==> src/rtl/dot_arbiter.sv <==
// dot_arbiter: round-robin arbiter that shares one freezable 3-stage,
// 3-lane fixed-point dot-product pipeline among NUM_REQ requesters.
// Each accepted op carries its requester id down a valid/id sideband.
// The whole pipeline freezes while a finished result waits on res_ready.
module dot_arbiter #(
    parameter int NUM_REQ     = 3,
    parameter int A_WIDTH     = 16,
    parameter int A_FRAC_BITS = 14,
    parameter int B_WIDTH     = 16,
    parameter int B_FRAC_BITS = 14,
    parameter int P_FRAC_BITS = 14,
    localparam int EXTRA      = A_FRAC_BITS + B_FRAC_BITS - P_FRAC_BITS,
    localparam int D_WIDTH    = A_WIDTH + B_WIDTH - EXTRA + 2,
    localparam int ID_W       = $clog2(NUM_REQ)
) (
    input  logic                                  clk_in,
    input  logic                                  rst_in,
    input  logic [NUM_REQ-1:0]                    req_valid,
    output logic [NUM_REQ-1:0]                    req_ready,
    input  logic [NUM_REQ-1:0][2:0][A_WIDTH-1:0]  req_a,
    input  logic [NUM_REQ-1:0][2:0][B_WIDTH-1:0]  req_b,
    output logic                                  res_valid,
    input  logic                                  res_ready,
    output logic [ID_W-1:0]                       res_id,
    output logic [D_WIDTH-1:0]                    res_d,
    output logic [1:0]                            in_flight
);
    localparam int P_W   = A_WIDTH + B_WIDTH;
    // Two guard bits: the sum of three full-range products cannot overflow.
    localparam int SUM_W = P_W + 2;

    logic                      stall;
    logic                      accept;
    logic [ID_W-1:0]           gnt_id;
    logic [ID_W-1:0]           ptr;
    logic                      vld1, vld2, vld3;
    logic [ID_W-1:0]           id1, id2, id3;
    logic signed [A_WIDTH-1:0] a1 [3];
    logic signed [B_WIDTH-1:0] b1 [3];
    logic signed [P_W-1:0]     p2 [3];
    logic signed [SUM_W-1:0]   sum3;
    logic [D_WIDTH-1:0]        d3;

    // A finished result that is not taken freezes every stage, empty ones included.
    assign stall = vld3 & ~res_ready;

    // Round-robin pick: first valid at or above ptr, else first valid below ptr.
    always_comb begin
        req_ready = '0;
        gnt_id    = '0;
        accept    = 1'b0;
        if (!stall) begin
            for (int i = 0; i < NUM_REQ; i++) begin
                if (!accept && req_valid[i] && (ID_W'(i) >= ptr)) begin
                    accept       = 1'b1;
                    gnt_id       = ID_W'(i);
                    req_ready[i] = 1'b1;
                end
            end
            for (int i = 0; i < NUM_REQ; i++) begin
                if (!accept && req_valid[i]) begin
                    accept       = 1'b1;
                    gnt_id       = ID_W'(i);
                    req_ready[i] = 1'b1;
                end
            end
        end
    end

    // Sideband valid/id shift register and round-robin pointer.
    always_ff @(posedge clk_in) begin
        if (rst_in) begin
            vld1 <= 1'b0;
            vld2 <= 1'b0;
            vld3 <= 1'b0;
            id1  <= '0;
            id2  <= '0;
            id3  <= '0;
            ptr  <= '0;
        end else if (!stall) begin
            vld1 <= accept;
            if (accept) begin
                id1 <= gnt_id;
                // Explicit wrap so a non-power-of-two NUM_REQ never yields an unused id.
                ptr <= (gnt_id == ID_W'(NUM_REQ - 1)) ? '0 : gnt_id + 1'b1;
            end
            vld2 <= vld1;
            id2  <= id1;
            vld3 <= vld2;
            id3  <= id2;
        end
    end

    // Adder tree feeding stage 3.
    always_comb begin
        sum3 = SUM_W'(p2[0]) + SUM_W'(p2[1]) + SUM_W'(p2[2]);
    end

    // Datapath: register inputs, form products, then sum and rescale (floor).
    always_ff @(posedge clk_in) begin
        if (rst_in) begin
            for (int k = 0; k < 3; k++) begin
                a1[k] <= '0;
                b1[k] <= '0;
                p2[k] <= '0;
            end
            d3 <= '0;
        end else if (!stall) begin
            for (int k = 0; k < 3; k++) begin
                if (accept) begin
                    a1[k] <= req_a[gnt_id][k];
                    b1[k] <= req_b[gnt_id][k];
                end
                p2[k] <= P_W'(a1[k]) * P_W'(b1[k]);
            end
            d3 <= D_WIDTH'(sum3 >>> EXTRA);
        end
    end

    assign res_valid = vld3;
    assign res_id    = id3;
    assign res_d     = d3;
    assign in_flight = 2'(vld1) + 2'(vld2) + 2'(vld3);

endmodule

==> config.mk <==
export PLATFORM = sky130hd
export DESIGN_NAME = dot_arbiter
export DESIGN_NICKNAME = d
export VERILOG_FILES = /design/src/rtl/dot_arbiter.sv
export SDC_FILE = /design/constraint.sdc
export NUM_CORES = 2
export LEC_CHECK = 0
export BUFFER_PORTS_ARGS = -buffer_cell sky130_fd_sc_hd__buf_2
export CORE_AREA = 4 4 372 264
export CTS_CLUSTER_SIZE = 30
export DETAILED_ROUTE_END_ITERATION = 16
export DIE_AREA = 0 0 376 268
export PLACE_DENSITY = 0.67
export SYNTH_ARGS = -nofsm -noshare
export SYNTH_HDL_FRONTEND = slang
export SYNTH_SLANG_ARGS = --single-unit
export TNS_END_PERCENT = 10
==> constraint.sdc <==
create_clock -name clk_in -period 7.5 [get_ports clk_in]
set_input_delay 0.375 -clock clk_in [delete_from_list [all_inputs] [get_ports clk_in]]
set_output_delay 0.375 -clock clk_in [all_outputs]
set_load 0.02 [all_outputs]
==> impl_metrics.sql <==
INSERT INTO impl_metrics (metric_group, metric, value, unit) VALUES
('worst_setup_path', 'max_stage_delay', '650', 'ps'),
('synth', 'dominantRegCellSynth', 'sky130_fd_sc_hd__edfxtp_1', ''),
('finish', 'layout_cell_share_with_drive_strength_beyond_1', '9.400', '%'),
('grt', 'met2_grt_util', '30.79', '%'),
('timing', 'finalSetupTns', '0', 'ps'),
('synth', 'synth.cell_area', '40470', 'µm²'),
('die', 'dieWidth', '376', 'µm'),
('power', 'power.share.switching', '51.82', '%'),
('worst_setup_path', 'rr_startpoint', 'a1[0][8]', ''),
('synth', 'yosys_warnings', '0', ''),
('finish', 'antenna_cells', '0', ''),
('grt', 'met1_usage', '30.80', '%'),
('worst_setup_path', 'worst-endpoint-arrival', '7300', 'ps'),
('timing', 'worst_slew_margin_rel', '19.95', '%'),
('power', 'clockPowerShare', '8.1', '%'),
('place', 'port-buffer-count', '321', ''),
('finish', 'flow.area_growth_from_synthesis', '8.920', '%'),
('power', 'max-vdd-ir-drop', '273.0', 'µV'),
('place', 'routabilityCongestion', '0.8608', ''),
('finish', 'n_fill_cell', '8945', ''),
('worst_setup_path', 'cp_data_required_time', '7810', 'ps'),
('clocking', 'cts.sinks', '223', ''),
('die', 'floorplan.initialDensity', '42.61', '%'),
('synth', 'yosysUniqueCellTypes', '72', ''),
('clocking', 'cts.clk_slew.worst_paths', '70', 'ps'),
('routing', 'drc_errors', '0', ''),
('worst_hold_path', 'worst_hold_path_type', 'in -> reg', ''),
('worst_setup_path', 'cp_slowest_cell', 'sky130_fd_sc_hd__edfxtp_1', ''),
('worst_hold_path', 'start_point_of_the_worst_min_delay_path', 'req_b[110]', ''),
('routing', 'detail-route-antenna-nets', '0', ''),
('timing', 'skew', '30.93', 'ps'),
('timing', 'setup_viol_count_final', '0', ''),
('power', 'switchingPower', '7.979', 'mW'),
('synth', 'yosys_register_bits', '223', ''),
('synth', 'synth_area_per_cell', '9.548', 'µm²'),
('power', 'p_int', '7.419', 'mW'),
('grt', 'gr-usage-all-layers', '20.60', '%'),
('timing', 'finalWorstPathRequiredPeriod', '6991', 'ps'),
('routing', 'route.final.wire_length', '100.5', 'mm'),
('power', 'power.share.combinational', '76.3', '%'),
('worst_setup_path', 'path_cells', 'and2_1 -> fa_1 -> inv_1 -> fa_1 -> fa_1 -> inv_1 -> fa_1 -> fa_1 -> inv_1 -> fa_1 -> inv_1 -> ha_1 -> a21o_1 -> a21o_1 -> a21oi_1 -> nand4_1 -> a21oi_1 -> o21ai_1 -> a2111oi_2 -> o21a_1 -> nor3_1', ''),
('die', 'placementRows', '95', ''),
('timing', 'worst-slew-pin-transition', '1191', 'ps'),
('synth', 'asyncSetResetFlopFracSynth', '0', '%'),
('grt', 'grt_antenna_before_repair', '0', ''),
('synth', 'synth_largest_area_cell', 'sky130_fd_sc_hd__fa_1', ''),
('finish', 'nets', '5839', ''),
('grt', 'grt_pass1_vias', '30342', ''),
('clocking', 'clock_tree.root_cell', 'sky130_fd_sc_hd__clkbuf_16', ''),
('synth', 'synth.yosys.seq_area_share', '15.78', '%'),
('synth', 'yosys-top-cells-area', 'sky130_fd_sc_hd__fa_1, sky130_fd_sc_hd__edfxtp_1, sky130_fd_sc_hd__ha_1', ''),
('place', 'placedInstanceArea', '43270', 'µm²'),
('synth', 'synth_fp_nets', '5628', ''),
('clocking', 'clock_tree_from_tritoncts', 'built', ''),
('routing', 'dr.pass1.iters', '5', ''),
('die', 'design.die.area', '100800', 'µm²'),
('timing', 'clock.fmax', '143.0', 'MHz'),
('timing', 'final_hold_violating_endpoints', '0', ''),
('run_status', 'result_of_the_run', 'complete, no violations', ''),
('synth', 'number_of_enable_flip_flop_cells_after_synthesis', '192', ''),
('grt', 'grt_pass1_wl', '165.8', 'mm'),
('place', 'detailedPlacementHpwl', '82.37', 'mm'),
('grt', 'globalRouteOverflowTotal', '0', ''),
('worst_setup_path', 'worst-path-max-fanout', '16', ''),
('synth', 'yosys.area.top_type_share', '40.47', '%'),
('worst_setup_path', 'setup.worst_path.class', 'reg -> reg', ''),
('finish', 'finalInstanceArea', '44080', 'µm²'),
('clocking', 'post_cts.repair.setup_buffers', '0', ''),
('clocking', 'max-clock-path-buffers', '3', ''),
('grt', 'met3_usage', '5.595', '%'),
('routing', 'number_of_vias_after_detailed_routing', '29133', '');
-- power by group through the flow --
stage	sequential, mW	clock [mW]	combinational [mW]
final	2.40	1.25	11.7
after global routing	2.45	1.33	13.4
after CTS	2.38	1.28	11.7
after detailed placement	2.41	0	11.6
after global placement	2.40	0	11.4
after floorplan	2.10	0	8.90
-- cells by family after synthesis --
logic type / after synthesis / share of synthesized area, %
AOI/OAI and AO/OA: 411 / 7.359
muxes: 1 / 0.02474
xor gates and xnor gates: 107 / 2.316
adders and majority gates: 1096 / 49.06
DFF: 223 / 15.78
and+or+nand+nor: 1365 / 15.86
buffers and inverters: 1035 / 9.601
-- registers in the layout, summed over array words and instances (netlist names) --
| name | cells |
|---|---|
| vld1 | 1 |
| id2 | 2 |
| a1 | 48 |
| ptr | 2 |
| vld2 | 1 |
| b1 | 48 |
| p2 | 96 |
| id1 | 2 |
| res_id | 2 |
| res_valid | 1 |
| res_d | 20 |
-- synth_stat cells, drive strengths merged (3+ instances only) --
library cell / count
nor2b: 13
a21oi: 91
or3: 11
and3: 10
inv: 869
or2: 4
o31ai: 11
nor3: 20
nor3b: 6
nand2b: 30
xnor2: 75
and2: 379
a211oi: 13
a21o: 51
nand2: 624
o211ai: 7
o21ai: 62
nand3: 22
dfxtp: 31
fa: 818
a31oi: 8
xor2: 32
clkbuf: 160
nand4: 6
o31a: 6
a221oi: 3
and4: 6
ha: 278
o41ai: 5
o21a: 16
buf: 5
edfxtp: 192
nor2: 225
a311oi: 97
a2111oi: 8
o21bai: 13
-- path summary, 6_finish.rpt --
| check | to | slack, ps | depth (start not counted) |
|---|---|---|---|
| setup / recovery | p2[0][31] | 510 | 21 |
| setup reg to reg | p2[0][31] | 510 | 21 |
| hold reg to reg | id2[0] | 450 | 2 |
| hold / removal | b1[0][14] | 150 | 3 |
-- routing by layer --
metal	vias to the layer above	routed length, µm
met1	14669	46440
met5	-	0
met2	927	42810
met3	69	9795
met4	0	1503
li1	13468	-
-- critical path: cells and delay by family, from the launching register on --
| family | cells | cell delay [ps] |
|---|---|---|
| adders and majority gates | 7 | 3320 |
| AOI/OAI and AO/OA | 7 | 1910 |
| DFF | 1 | 650 |
| and+or+nand+nor | 3 | 610 |
| buffers and inverters | 4 | 200 |
-- cell type report --
cell class              instances  area, µm²  share of cell area, %
clock inverters                20      153.9                 0.3492
repair buffers                348       1822                  4.133
well taps                    1261       1578                  3.580
multi-input cells            2980      30210                  68.55
clock buffers                  27      654.4                  1.485
inverters                     870       3269                  7.418
flip-flops and latches        223       6386                  14.49
-- metrics by stage --
step                setup slack [ps]  hold WS, ps  instances
CTS                            539.2        107.7       5729
detailed placement             607.9        444.4       5682
floorplan                       1032        432.1       4238
global route                   121.3        140.9       5729
finish                         509.3        145.8       5729
global placement               725.1        435.4       5682
-- cells in the final DEF (no fill, tap or decap), types with 32 or more instances in the layout --
master	synthesis	routed
sky130_fd_sc_hd__inv_1	868	867
sky130_fd_sc_hd__nand2_1	624	624
sky130_fd_sc_hd__o21ai_0	52	52
sky130_fd_sc_hd__a21oi_1	89	89
sky130_fd_sc_hd__a311oi_1	97	97
sky130_fd_sc_hd__a21o_1	51	51
sky130_fd_sc_hd__fa_1	818	818
sky130_fd_sc_hd__xnor2_1	75	75
sky130_fd_sc_hd__ha_1	278	278
sky130_fd_sc_hd__and2_1	379	379
sky130_fd_sc_hd__edfxtp_1	192	192
sky130_fd_sc_hd__nor2_1	225	224
sky130_fd_sc_hd__xor2_1	32	32
sky130_fd_sc_hd__buf_2	0	321
Note: power is estimated with default switching activity, not from simulation.
